===== src/rtl/regfile_pkg.sv =====
// Shared types and constants for the register-bank port arbiter.
package regfile_pkg;

    localparam int unsigned ADDR_W = 5;
    localparam int unsigned DATA_W = 32;
    localparam int unsigned CNT_W  = 4;

    localparam logic [ADDR_W-1:0] REG_ZERO = '0;

    typedef enum logic {
        WR_PRIO = 1'b0,
        RD_PRIO = 1'b1
    } arb_state_e;

endpackage


===== src/rtl/regfile_port_arbiter_starve_counter.sv =====
// Saturating count of stalled read cycles; flags when the next value hits the limit.
module starve_counter
    import regfile_pkg::*;
#(
    parameter int unsigned LIMIT = 4
) (
    input  logic clk,
    input  logic rst_n,
    input  logic inc,
    input  logic clr,
    output logic limit_d
);

    logic [CNT_W-1:0] cnt_q;
    logic [CNT_W-1:0] cnt_d;

    always_comb begin
        cnt_d = cnt_q;
        if (clr) begin
            cnt_d = '0;
        end else if (inc && (cnt_q != {CNT_W{1'b1}})) begin
            cnt_d = cnt_q + CNT_W'(1);
        end
        limit_d = (cnt_d == CNT_W'(LIMIT));
    end

    always_ff @(posedge clk or negedge rst_n) begin
        if (!rst_n) begin
            cnt_q <= '0;
        end else begin
            cnt_q <= cnt_d;
        end
    end

endmodule


===== src/rtl/regfile_port_arbiter.sv =====
// Serializes writeback writes and decode reads onto a bank that cannot read and write on one edge.
module regfile_port_arbiter #(
    parameter int unsigned ADDR_W       = regfile_pkg::ADDR_W,
    parameter int unsigned DATA_W       = regfile_pkg::DATA_W,
    parameter int unsigned STARVE_LIMIT = 4
) (
    input  logic              clk,
    input  logic              rst_n,
    input  logic              wb_valid,
    output logic              wb_ready,
    input  logic [ADDR_W-1:0] wb_addr,
    input  logic [DATA_W-1:0] wb_data,
    input  logic              rd_valid,
    output logic              rd_ready,
    input  logic [ADDR_W-1:0] rd_addr1,
    input  logic [ADDR_W-1:0] rd_addr2,
    output logic              rsp_valid,
    output logic [DATA_W-1:0] rsp_data1,
    output logic [DATA_W-1:0] rsp_data2,
    output logic [ADDR_W-1:0] rb_read1,
    output logic [ADDR_W-1:0] rb_read2,
    output logic [ADDR_W-1:0] rb_write_port,
    output logic [DATA_W-1:0] rb_bus_c,
    output logic              rb_reg_write,
    input  logic [DATA_W-1:0] rb_bus_a,
    input  logic [DATA_W-1:0] rb_bus_b
);
    import regfile_pkg::*;

    arb_state_e state_q;
    arb_state_e state_d;
    logic       rsp_valid_q;
    logic       rsp_valid_d;
    logic       real_wr;
    logic       rd_gnt;
    logic       wr_gnt;
    logic       stall_inc;
    logic       limit_d;

    starve_counter #(
        .LIMIT (STARVE_LIMIT)
    ) u_starve (
        .clk     (clk),
        .rst_n   (rst_n),
        .inc     (stall_inc),
        .clr     (rd_gnt),
        .limit_d (limit_d)
    );

    // Grant: write wins a conflict unless reads have been starved to the limit.
    always_comb begin
        real_wr   = wb_valid && (wb_addr != ADDR_W'(REG_ZERO));
        rd_gnt    = rst_n && rd_valid && (!real_wr || (state_q == RD_PRIO));
        wr_gnt    = rst_n && real_wr && !(rd_valid && (state_q == RD_PRIO));
        stall_inc = rst_n && rd_valid && !rd_gnt;

        wb_ready     = rst_n && wb_valid && (!real_wr || wr_gnt);
        rd_ready     = rd_gnt;
        rb_reg_write = wr_gnt;

        rb_write_port = rst_n ? wb_addr  : '0;
        rb_bus_c      = rst_n ? wb_data  : '0;
        rb_read1      = rst_n ? rd_addr1 : '0;
        rb_read2      = rst_n ? rd_addr2 : '0;

        rsp_valid = rsp_valid_q;
        rsp_data1 = rsp_valid_q ? rb_bus_a : '0;
        rsp_data2 = rsp_valid_q ? rb_bus_b : '0;

        rsp_valid_d = rd_gnt;
        state_d     = state_q;
        if (limit_d) begin
            state_d = RD_PRIO;
        end else if (rd_gnt) begin
            state_d = WR_PRIO;
        end
    end

    always_ff @(posedge clk or negedge rst_n) begin
        if (!rst_n) begin
            state_q     <= WR_PRIO;
            rsp_valid_q <= 1'b0;
        end else begin
            state_q     <= state_d;
            rsp_valid_q <= rsp_valid_d;
        end
    end

endmodule


===== config.mk =====
export PLATFORM = sky130hd
export DESIGN_NAME = regfile_port_arbiter
export DESIGN_NICKNAME = d
export VERILOG_FILES = /design/src/rtl/regfile_pkg.sv /design/src/rtl/regfile_port_arbiter_starve_counter.sv /design/src/rtl/regfile_port_arbiter.sv
export SDC_FILE = /design/constraint.sdc
export NUM_CORES = 1
export LEC_CHECK = 0
export ABC_AREA = 1
export BUFFER_PORTS_ARGS = -buffer_cell sky130_fd_sc_hd__clkbuf_2
export CORE_AREA = 2 2 88 90
export DETAILED_ROUTE_END_ITERATION = 10
export DIE_AREA = 0 0 90 92
export PLACE_DENSITY = 0.67
export SETUP_SLACK_MARGIN = 0.3
export SLEW_MARGIN = 0
export SYNTH_ARGS = -nofsm -noshare
export SYNTH_HDL_FRONTEND = slang
export SYNTH_SLANG_ARGS = --single-unit

===== constraint.sdc =====
create_clock -name clk -period 1.6 [get_ports clk]
set_input_delay 0.32 -clock clk [delete_from_list [all_inputs] [get_ports clk]]
set_output_delay 0.32 -clock clk [all_outputs]
set_load 0.02 [all_outputs]

==> impl_metrics.py <==
metrics = {
    "power": {
        "swShare_pct": 46.0,
        "p_sw_mw": 0.842,
        "powerDensity_nw_per_um2": 544,
        "ir_worst_vdd_mv": 0.307,
        "pwr-share-seq_pct": 13.7,
        "leakage_nw": 2.68,
        "clkPwrFrac_pct": 13.6,
        "combPwrFrac_pct": 72.7,
        "internal_power_mw": 0.988,
    },
    "cts": {
        "numCtsBuffers": 3,
        "path_clk_slew_ps": 40,
        "cts_buffer_depth": 2,
        "cts.sinks": 6,
        "cts_root_buf": "clkbuf_8",
        "h-tree-depth": 1,
        "postCtsHoldBufs": 0,
        "tritoncts": "built",
        "clkLatencyLatePin_ps": 230,
    },
    "synthesis": {
        "syn_nets": 408,
        "synth.distinct_cells": 16,
        "netlist_instances": 292,
        "ys_seq_elements": 6,
        "ys_warn_count": 0,
        "syn-cell-area_um2": 1280,
        "avgSynthCellArea_um2": 4.40,
        "synth.top_cell.area_share_pct": 38.0,
        "ys_seq_area_share_pct": 11.7,
        "synthTopCellsByArea": "nand2_1 38%, inv_1 35%, dfrtp_1 12%",
        "synth_area_leader_cell": "nand2_1",
    },
    "detailed_routing": {
        "drt_pass1_iterations": 4,
        "routed_wl_um": 7650,
        "ant_nets": 0,
        "via_per_inst": 4.00,
        "dr_total_vias": 2555,
        "initialDrtViolationCount": 37,
        "route.detailed.drc": 0,
        "wl_per_cell_um": 12.0,
    },
    "global_routing": {
        "gr-usage-met3_pct": 3.37,
        "grt_max_degree": 34,
        "grt_pass1_wl_um": 10200,
        "gr-total-overflow": 0,
        "grt-busiest-layer": "met2",
        "grt_usage_pct": 14.8,
        "grt_use_met1_pct": 16.1,
        "grt_antenna_before_repair": 0,
        "grtUsageMet2_pct": 28.8,
        "grt_pass1_vias": 2388,
    },
    "hold_path": {
        "hp-class": "in -> async",
    },
    "layout": {
        "fin_nets": 654,
        "antennaDiodeCount": 0,
        "multiInputGateArea_um2": 800,
        "design_area_um2": 3360,
        "layout-drive-gt1-share_pct": 60.0,
        "n_fill_cell": 782,
        "area_growth_pct": 162,
        "regArea_um2": 153,
    },
    "sta": {
        "slew-limit-headroom_pct": 86.3,
        "period_needed_ps": 1550,
        "maxSlewViolCount": 0,
        "setup_tns_ps": 0,
        "finalSetupViolations": 0,
        "finalHoldViolations": 0,
        "grt_setup_unrepaired": "true",
        "finalWorstSetupSlack_ps": 48.9,
        "fin_worst_skew_ps": 7.29,
        "fin_crit_sh_pct": 96.9,
        "worstMarginPinSlew_ps": 206,
        "max_clock_freq_mhz": 645,
    },
    "die": {
        "io_pins": 230,
        "die_height_um": 92,
        "die_area_um2": 8280,
        "initial_utilization_pct": 17.2,
        "die_w_um": 90,
        "rows": 32,
        "coreArea_um2": 7450,
    },
    "placement": {
        "pre_cts_slack_ps": 174,
        "place_area_um2": 2570,
        "hpwl_um": 5180,
        "port_buffers": 229,
        "gp_congestion": 0.830,
    },
    "status": {
        "status": "finished clean",
    },
    "flow_run": {
        "cap_viol_max_count": 0,
    },
    "worst_setup_path": {
        "end_kind": "primary output",
        "critPathLaunchType": "register",
        "cp_max_fo": 8,
        "crit_required_ps": 1280,
        "critPathKind": "reg -> out",
        "cp.arrival_ps": 1230,
    },
}
==> layout make-up <==
cell class | count | share of cell area [%]
tap | 102 | 3.79
timing repair buffer | 253 | 52.8
sequential | 6 | 4.54
clock buffer | 4 | 1.34
inverter | 123 | 13.7
multi-input combinational | 151 | 23.8
==> flip-flops by register name (all words and copies together), names as in the netlist <==
name / cells
u_starve.cnt_q: 4
state_q: 1
rsp_valid: 1
==> kinds of logic (layout without fill, tap and decap cells) <==
group / Yosys count / after routing / synth area share [%]
flip-flops: 6 / 6 / 11.7
buffers and inverters: 135 / 380 / 39.8
adder cells (fa/ha/maj): 1 / 1 / 0.975
AND/OR/NAND/NOR: 148 / 148 / 46.7
AO/OA/AOI/OAI: 2 / 2 / 0.877
==> final timing paths <==
| check | to | cells past startpoint | slack, ps | start |
|---|---|---|---|---|
| worst min register to register | state_q | 2 | 550 | state_q |
| worst max register to register | state_q | 11 | 210 | u_starve.cnt_q[0] |
| worst max-delay path | rsp_data1[8] | 5 | 50 | rsp_valid |
| worst min-delay path | u_starve.cnt_q[0] | 2 | 60 | rst_n |
| min in group clk | state_q | 4 | 430 | rd_valid |
| max in group asynchronous | state_q | 2 | 1410 | rst_n |
==> synthesized netlist by cell type <==
master,number
a21oi_1,1
clkinv_1,1
nand2_1,130
nor2_1,4
inv_1,121
dfrtp_1,6
a31oi_1,1
buf_2,3
inv_2,1
nand4_1,3
nand3_4,1
nand3_1,5
clkbuf_1,9
ha_1,1
nand3_2,1
nor2_2,4
==> stage by stage <==
| stage | utilization, % | cells | hold WS, ps | power, mW |
|---|---|---|---|---|
| final | 45.2 | 639 | 58.9 | 1.83 |
| after global routing | 45.2 | 639 | 65.8 | 1.95 |
| after CTS | 36.9 | 627 | 119 | 1.51 |
| after detailed placement | 34.5 | 615 | 332 | 1.14 |
| after global placement | 34.5 | 615 | 323 | 1.12 |
| after floorplan | - | 292 | 24.4 | 0.760 |
==> routing by layer <==
layer | wire length, um | part of all wire (%)
met5 | 0 | 0
met4 | 102 | 1.3
met3 | 632 | 8.3
met2 | 4230 | 55
met1 | 2680 | 35
==> repair_timing <==
item | CTS | global route
pin swaps | 10 | 18
cloned | 2 | 7
setup buffers | 6 | 5
setup endpoints to repair | 103 | 105
gates resized for setup | 12 | 209
==> power by group through the flow <==
stage | Clock [mW] | Combinational, mW | Sequential (mW)
global route | 0.263 | 1.44 | 0.254
CTS | 0.252 | 1.01 | 0.245
global placement | 0 | 0.886 | 0.238
floorplan | 0 | 0.524 | 0.236
finish | 0.249 | 1.33 | 0.250
detailed placement | 0 | 0.900 | 0.244
==> worst max-delay path, stage by stage (launching register included) <==
cell and delay, ps:
dfrtp_2 400, buf_12 150, clkbuf_16 170, nand2_1 80
inv_1 60, buf_6 120
==> layout by cell type (no fill, tap or decap) <==
master       n
clkbuf_2   175
inv_1      104
nand2_1     95
buf_6       41
buf_4       26
nand2_2     25
inv_2       18
nand2_4     10
clkbuf_16    5
nand3_1      4
dfrtp_1      4
nor2_4       3
nor2_2       3
nand4_1      3
clkbuf_8     3
buf_12       3
nand3_4      2
nor2_1       2
buf_16       2
dfrtp_2      2
clkinv_1     1
nand3_2      1
a21oi_2      1
a31oi_1      1
ha_2         1
clkbuf_1     1
buf_2        1
No activity file was read; power rests on OpenSTA's default activity.
